<file path="src/rtl/uart_pkg.sv">
// Shared UART definitions: receiver/transmitter state encoding, frame width and
// baud-divider helpers.
package uart_pkg;

  localparam int UART_DATA_BITS = 8;

  typedef enum logic [2:0] {
    ST_IDLE,
    ST_START,
    ST_DATA,
    ST_PARITY,
    ST_STOP,
    ST_BREAK
  } uart_state_e;

  function automatic int uart_div(input int clk_freq, input int baud, input int os);
    return clk_freq / (baud * os);
  endfunction

  function automatic int uart_div_w(input int div);
    return (div > 1) ? $clog2(div) : 1;
  endfunction

endpackage

</file>
<file path="src/rtl/uart_baud_tick.sv">
// Oversampling tick divider: counts 0..DIV-1 while enabled and pulses tick_o on the last count.
// clr_i holds the count at zero so the sampling phase restarts from the detected edge.
module uart_baud_tick
  import uart_pkg::*;
#(
  parameter int DIV = 1
) (
  input  logic clk,
  input  logic rst,
  input  logic en_i,
  input  logic clr_i,
  output logic tick_o
);
  localparam int W = uart_div_w(DIV);
  localparam logic [W-1:0] LAST = W'(DIV - 1);

  logic [W-1:0] cnt_q, cnt_d;

  assign tick_o = en_i && !clr_i && (cnt_q == LAST);

  always_comb begin
    cnt_d = cnt_q;
    if (clr_i) begin
      cnt_d = '0;
    end else if (en_i) begin
      cnt_d = tick_o ? '0 : cnt_q + 1'b1;
    end
  end

  always_ff @(posedge clk or negedge rst) begin
    if (!rst) cnt_q <= '0;
    else      cnt_q <= cnt_d;
  end

endmodule

</file>
<file path="src/rtl/uart_rx_core.sv">
// Oversampling UART receiver (LSB-first 8N1) with a valid/ready holding register.
// Define UART_RX_PARITY_EN to add a parity bit (PARITY_ODD) and the parity_err pulse.
//
// state  | meaning
// IDLE   | waiting for a low line (only after the line has been seen high)
// START  | counting to mid start bit; a high sample there is a rejected glitch
// DATA   | sampling data bits at mid-bit, LSB first
// PARITY | sampling the parity bit (parity build only)
// STOP   | mid-stop decision: deliver byte or flag a framing error
// BREAK  | line held low after a framing error; wait for it to go high
module uart_rx_core
  import uart_pkg::*;
#(
  parameter int CLK_FREQ   = 50_000_000,
  parameter int BAUD       = 115_200,
  parameter int OVERSAMPLE = 16
`ifdef UART_RX_PARITY_EN
  ,
  parameter bit PARITY_ODD = 1'b0
`endif
) (
  input  logic                      clk,
  input  logic                      rst,
  input  logic                      uart_rx,
  output logic [UART_DATA_BITS-1:0] rx_data,
  output logic                      rx_valid,
  input  logic                      rx_ready,
  output logic                      frame_err,
`ifdef UART_RX_PARITY_EN
  output logic                      parity_err,
`endif
  output logic                      overrun_err
);
  localparam int DIV = uart_div(CLK_FREQ, BAUD, OVERSAMPLE);
  localparam int SW  = $clog2(OVERSAMPLE);
  localparam int BW  = $clog2(UART_DATA_BITS);
  localparam logic [SW-1:0] HALF_LAST = SW'(OVERSAMPLE / 2 - 1);
  localparam logic [SW-1:0] FULL_LAST = SW'(OVERSAMPLE - 1);
  localparam logic [BW-1:0] BIT_LAST  = BW'(UART_DATA_BITS - 1);
`ifdef UART_RX_PARITY_EN
  localparam uart_state_e AFTER_DATA = ST_PARITY;
`else
  localparam uart_state_e AFTER_DATA = ST_STOP;
`endif

  if (DIV < 1) begin : g_bad_div
    $error("uart_rx_core: CLK_FREQ/(BAUD*OVERSAMPLE) must be at least 1");
  end
  if ((OVERSAMPLE < 4) || (OVERSAMPLE % 2 != 0)) begin : g_bad_os
    $error("uart_rx_core: OVERSAMPLE must be even and >= 4");
  end

  uart_state_e               state_q, state_d;
  logic [1:0]                sync_q, prime_q;
  logic                      armed_q, armed_d;
  logic [SW-1:0]             scnt_q, scnt_d;
  logic [BW-1:0]             bit_q, bit_d;
  logic [UART_DATA_BITS-1:0] shift_q, shift_d, data_q, data_d;
  logic                      valid_q, valid_d, ferr_q, ferr_d, ovr_q, ovr_d;
  logic                      rxs, tick, samp, good;
`ifdef UART_RX_PARITY_EN
  logic                      par_bad_q, par_bad_d, perr_q, perr_d;
`endif

  // prime_q marks when the synchronizer holds real line samples rather than reset values
  assign rxs     = sync_q[1];
  assign armed_d = armed_q | (prime_q[1] & rxs);

  uart_baud_tick #(.DIV(DIV)) u_tick (
    .clk   (clk),
    .rst   (rst),
    .en_i  (state_q inside {ST_START, ST_DATA, ST_PARITY, ST_STOP}),
    .clr_i (state_q == ST_IDLE),
    .tick_o(tick)
  );

  assign samp = tick && (scnt_q == FULL_LAST);

  always_comb begin
    state_d = state_q;
    scnt_d  = scnt_q;
    bit_d   = bit_q;
    shift_d = shift_q;
    good    = 1'b0;
    ferr_d  = 1'b0;
`ifdef UART_RX_PARITY_EN
    par_bad_d = par_bad_q;
    perr_d    = 1'b0;
`endif
    if (tick && (state_q inside {ST_DATA, ST_PARITY, ST_STOP})) begin
      scnt_d = samp ? '0 : scnt_q + 1'b1;
    end
    case (state_q)
      ST_IDLE: begin
        scnt_d = '0;
        if (armed_q && !rxs) state_d = ST_START;
      end
      ST_START: if (tick) begin
        if (scnt_q == HALF_LAST) begin
          scnt_d  = '0;
          bit_d   = '0;
          state_d = rxs ? ST_IDLE : ST_DATA;
        end else begin
          scnt_d = scnt_q + 1'b1;
        end
      end
      ST_DATA: if (samp) begin
        shift_d = {rxs, shift_q[UART_DATA_BITS-1:1]};
        bit_d   = bit_q + 1'b1;
        if (bit_q == BIT_LAST) state_d = AFTER_DATA;
      end
`ifdef UART_RX_PARITY_EN
      ST_PARITY: if (samp) begin
        par_bad_d = ((^shift_q) ^ rxs) != PARITY_ODD;
        state_d   = ST_STOP;
      end
`endif
      ST_STOP: if (samp) begin
        state_d = ST_IDLE;
        if (!rxs) begin
          ferr_d  = 1'b1;
          state_d = ST_BREAK;
        end
`ifdef UART_RX_PARITY_EN
        else if (par_bad_q) perr_d = 1'b1;
`endif
        else good = 1'b1;
      end
      ST_BREAK: if (rxs) state_d = ST_IDLE;
      default: state_d = ST_IDLE;
    endcase
  end

  // A byte completing on the same edge as an accept replaces the accepted one
  always_comb begin
    data_d  = data_q;
    valid_d = valid_q;
    ovr_d   = 1'b0;
    if (valid_q && rx_ready) valid_d = 1'b0;
    if (good) begin
      if (!valid_q || rx_ready) begin
        data_d  = shift_q;
        valid_d = 1'b1;
      end else begin
        ovr_d = 1'b1;
      end
    end
  end

  always_ff @(posedge clk or negedge rst) begin
    if (!rst) begin
      state_q <= ST_IDLE;
      sync_q  <= 2'b11;
      prime_q <= 2'b00;
      armed_q <= 1'b0;
      scnt_q  <= '0;
      bit_q   <= '0;
      shift_q <= '0;
      data_q  <= '0;
      valid_q <= 1'b0;
      ferr_q  <= 1'b0;
      ovr_q   <= 1'b0;
`ifdef UART_RX_PARITY_EN
      par_bad_q <= 1'b0;
      perr_q    <= 1'b0;
`endif
    end else begin
      state_q <= state_d;
      sync_q  <= {sync_q[0], uart_rx};
      prime_q <= {prime_q[0], 1'b1};
      armed_q <= armed_d;
      scnt_q  <= scnt_d;
      bit_q   <= bit_d;
      shift_q <= shift_d;
      data_q  <= data_d;
      valid_q <= valid_d;
      ferr_q  <= ferr_d;
      ovr_q   <= ovr_d;
`ifdef UART_RX_PARITY_EN
      par_bad_q <= par_bad_d;
      perr_q    <= perr_d;
`endif
    end
  end

  assign rx_data     = data_q;
  assign rx_valid    = valid_q;
  assign frame_err   = ferr_q;
  assign overrun_err = ovr_q;
`ifdef UART_RX_PARITY_EN
  assign parity_err  = perr_q;
`endif

endmodule
</file>
<file path="config.mk">
export PLATFORM = sky130hd
export DESIGN_NAME = uart_rx_core
export DESIGN_NICKNAME = d
export VERILOG_FILES = /design/src/rtl/uart_pkg.sv /design/src/rtl/uart_baud_tick.sv /design/src/rtl/uart_rx_core.sv
export SDC_FILE = /design/constraint.sdc
export NUM_CORES = 1
export LEC_CHECK = 0
export CORE_MARGIN = 2
export CORE_UTILIZATION = 29
export CTS_BUF_LIST = sky130_fd_sc_hd__clkbuf_4 sky130_fd_sc_hd__clkbuf_8
export DETAILED_ROUTE_END_ITERATION = 10
export GPL_TIMING_DRIVEN = 0
export SLEW_MARGIN = 20
export SYNTH_ARGS = -nofsm -noshare
export SYNTH_HDL_FRONTEND = slang
export SYNTH_HIERARCHICAL = 1
export SYNTH_SLANG_ARGS = --single-unit
</file>
<file path="constraint.sdc">
create_clock -name clk -period 3.75 [get_ports clk]
set_input_delay 0.75 -clock clk [delete_from_list [all_inputs] [get_ports clk]]
set_output_delay 0.75 -clock clk [all_outputs]
set_load 0.05 [all_outputs]
</file>
==> impl_metrics.py, run 1 <==
metrics = {
    "global_routing": {
        "grt.total_usage": 0.100,
        "global_route.overflow_total": 0,
        "antenna_violations_before_repair": 0,
        "grt_pass1_wl_mm": 5.71,
        "maximum_number_of_pins_on_one_net_before_global_route_repair": 30,
        "first_global_vias": 1196,
    },
    "layout": {
        "stdcell_area_um2": 2190,
        "design.final.nets": 202,
        "layoutNonFillerInstCount": 271,
        "layout-drive-gt1-share": 0.165,
        "antenna_cells": 0,
        "final_util": 0.350,
        "layout-area-overhead-vs-synth_pct": 18.4,
        "layout.filler_cells": 637,
    },
    "clocking": {
        "ctsHoldBuffers": 0,
        "clkLatencyLatePin_ns": 0.29,
        "post-cts-setup-buffers": 0,
        "path_clk_slew_ns": 0.08,
        "clock_tree.htree_level_count": 2,
        "cts_tree": "yes",
        "ctsRootBufferMaster": "sky130_fd_sc_hd__clkbuf_8",
        "clock_path_buffers": 2,
        "numCtsBuffers": 5,
        "cts_num_sinks": 39,
        "cts_resized": 0,
    },
    "run": {
        "max_cap_violations": 0,
    },
    "synthesis": {
        "ys_seq_area_frac": 0.530,
        "synth-warning-count": 6,
        "yosys.cell_types.count": 46,
        "main_combinational_cell_family_by_area_after_synthesis": "simple AND/OR/NAND/NOR gates",
        "synth.cell_area_um2": 1850,
        "synth-compound-area-share": 0.0990,
        "yosys_register_bits": 39,
        "synth_nets": 180,
        "post_synth_fa_ha_maj_area_fraction": 0.0393,
        "synth_mux_area_frac": 0.0834,
        "synth_simple_gate_area_frac": 0.209,
        "average_cell_area_after_synthesis_um2": 10.8,
        "number_of_standard_cells_after_synthesis": 171,
        "synth_xor_xnor_area_share": 0.00949,
    },
    "floorplan": {
        "die-height_um": 83.8,
        "dieArea_um2": 7020,
        "die_w_um": 83.8,
        "initial_core_utilization": 0.296,
        "floorplan.rows": 29,
        "core_area_um2": 6240,
        "top_level_ports": 15,
    },
    "sta": {
        "finalSetupViolations": 0,
        "fmaxAchievable_ghz": 0.299,
        "min_period_ns": 3.35,
        "layout_worst_path_cycle_share": 0.893,
        "clock-skew-final_ns": 0.00933,
        "hold_violation_total_from_the_final_report": 0,
        "timing_max_transition_violations_final": 0,
        "rsz0062_at_grt": "no",
        "worst_max_slew_margin_expressed_relative_to_the_limit": 0.558,
        "tightestPinTransition_ns": 0.660,
        "setup_tns_ns": 0,
    },
    "status": {
        "outcome": "complete, no violations",
    },
    "placement": {
        "place.gp.congestion": 0.773,
        "dp_cells": 263,
        "io_buffer_count": 14,
        "placed_cell_area_um2": 2100,
        "detailed_place_hpwl_mm": 2.24,
    },
    "pwr": {
        "p_leak_uw": 0.00100,
        "worst_ir_drop_vdd_uv": 197,
        "cellPowerDensity_nw_per_um2": 450,
        "power_uw": 985,
    },
    "route": {
        "met2WireLength_mm": 1.42,
        "route.detailed.vias_per_inst": 4.67,
        "detail_route.iter0.violations": 68,
        "drt-total-wl_mm": 3.15,
        "route.antenna.remaining_nets": 0,
        "highest_routing_layer_actually_used": "met4",
        "route.layer.met1.wl_mm": 1.59,
        "detailedRoute.firstPassIterationCount": 4,
        "drc": 0,
        "wl_per_cell_um": 11.6,
        "total_number_of_vias": 1266,
        "met3_wirelength_um": 81,
    },
    "hold_path": {
        "hp-class": "primary input to async pin",
    },
    "setup_path": {
        "worst-path-max-fanout": 10,
        "timing_worst_setup_path_type": "flop to flop",
        "critPathRequiredTime_ns": 3.93,
        "worst_setup_path_end_kind": "flop",
        "cp-start-kind": "flop",
        "worst-endpoint-arrival_ns": 3.52,
    },
}
-- report_power, final --
part	switching [µW]	internal, µW	leakage (µW)	total [µW]
Sequential	18.7	443	0.000524	461
Clock	150	137	0.0000446	287
Combinational	139	97.9	0.000435	236
Total	307	678	0.00100	985
-- layout by cell type, fill, tap and decap left out, types with 5 or more instances in the layout --
cell type | netlist | final
sky130_fd_sc_hd__nor2_1 | 6 | 6
sky130_fd_sc_hd__ha_1 | 5 | 5
sky130_fd_sc_hd__clkdlybuf4s50_1 | 0 | 13
sky130_fd_sc_hd__a21oi_1 | 6 | 6
sky130_fd_sc_hd__clkbuf_1 | 5 | 5
sky130_fd_sc_hd__mux2_4 | 8 | 8
sky130_fd_sc_hd__dfrtp_1 | 37 | 37
sky130_fd_sc_hd__nand2_1 | 37 | 37
sky130_fd_sc_hd__o21ai_0 | 8 | 8
sky130_fd_sc_hd__clkbuf_8 | 0 | 5
-- flip-flops by register name, summed over array words and instances (netlist names) --
register	cells
rx_data	8
shift_q	8
u_tick/cnt_q	5
scnt_q	4
bit_q	3
state_q	3
prime_q	2
sync_q	2
armed_q	1
frame_err	1
overrun_err	1
rx_valid	1
-- path summary, 6_finish.rpt --
| kind | from | slack (ns) | end | cells past startpoint |
|---|---|---|---|---|
| worst max-delay path | state_q[0] | 0.40 | rx_data[5] | 13 |
| worst min-delay path | rst | 0.33 | rx_data[1] | 1 |
| worst max register to register | state_q[0] | 0.40 | rx_data[5] | 13 |
| worst min register to register | sync_q[0] | 0.36 | sync_q[1] | 0 |
| max in group asynchronous | rst | 2.91 | sync_q[1] | 2 |
| min in group clk | sync_q[0] | 0.36 | sync_q[1] | 0 |
-- worst max-delay path, stage by stage, from the launching register on --
cell	delay (ns)
sky130_fd_sc_hd__dfrtp_1	0.38
sky130_fd_sc_hd__clkbuf_1	0.37
sky130_fd_sc_hd__or2_2	0.18
sky130_fd_sc_hd__clkbuf_1	0.25
sky130_fd_sc_hd__nor2_1	0.13
sky130_fd_sc_hd__nor2b_1	0.21
sky130_fd_sc_hd__nand2b_1	0.13
sky130_fd_sc_hd__nor3_1	0.14
sky130_fd_sc_hd__buf_2	0.21
sky130_fd_sc_hd__nand4_1	0.22
sky130_fd_sc_hd__or3_4	0.43
sky130_fd_sc_hd__nand2b_4	0.14
sky130_fd_sc_hd__buf_6	0.14
sky130_fd_sc_hd__mux2_4	0.30
-- cell families after synthesis --
kind of cell,Yosys count
muxes,11
DFF,39
adders and majority gates,6
other,1
buffers and inverters,11
AOI/OAI and AO/OA,27
and+or+nand+nor,74
xor gates and xnor gates,2
-- cell type report --
class                   count  area, µm²  area share
inverters                   4       15.0     0.00687
repair buffers             15        155      0.0710
plain buffers               7       35.0      0.0160
multi-input cells         121        817       0.374
flip-flops and latches     39        978       0.448
well taps                  77       96.3      0.0441
clock buffers               6       76.3      0.0349
clock inverters             2       12.5     0.00572
-- metal layers --
metal	global-route usage	up-vias
li1	-	635
met1	0.139	613
met2	0.148	14
met3	0.0277	4
met4	0.0396	0
met5	0	-
-- cell usage after synthesis, drive strengths merged --
cell	count	share of area
and3b	1	0.0047
ha	5	0.034
o21bai	1	0.0041
o221ai	2	0.013
nand2b	5	0.021
nor4b	1	0.0047
and2	2	0.0068
a22o	2	0.0095
a211oi	1	0.0041
a21o	1	0.0041
buf	2	0.0088
or3b	2	0.0095
maj3	1	0.0054
nor3	3	0.011
conb	1	0.0020
a2bb2oi	1	0.0047
a31oi	1	0.0034
nand3	5	0.016
nor2	6	0.012
nand2	37	0.075
o21ai	8	0.022
a21oi	6	0.016
nand3b	1	0.0041
or2	1	0.0034
or4b	1	0.0054
dfrtp	37	0.50
dfstp	2	0.028
or3	5	0.020
and4	1	0.0047
inv	4	0.0081
o211ai	2	0.0081
xor2	2	0.0095
o2bb2ai	1	0.0047
o211a	1	0.0054
clkbuf	5	0.010
nor3b	1	0.0041
nand4	1	0.0034
nor2b	1	0.0034
mux2	11	0.083
-- per-stage QoR --
step | hold WS, ns | worst slack (ns)
finish | 0.325 | 0.402
global placement | 0.332 | 0.412
detailed placement | 0.347 | 0.425
floorplan | 0.331 | 0.797
global route | 0.332 | 0.0461
CTS | 0.331 | 0.414
Power figures use the tool's default switching activity.
==> inputs of run 2 (changes only) <==
clock period = 4 ns   (was 3.75 ns; I/O delays follow)
==> results of run 2 <==
The final DEF is identical to that of run 1. Status: complete, no violations.
Main changes from that run: setup slack after placement 0.425 ns -> 0.675 ns; setup slack after layout 0.402 ns -> 0.652 ns; hold slack 0.325 ns -> 0.357 ns; register-to-register setup slack 0.40 ns -> 0.65 ns; total power 985 µW -> 923 µW; worst IR drop on VDD 197 µV -> 185 µV
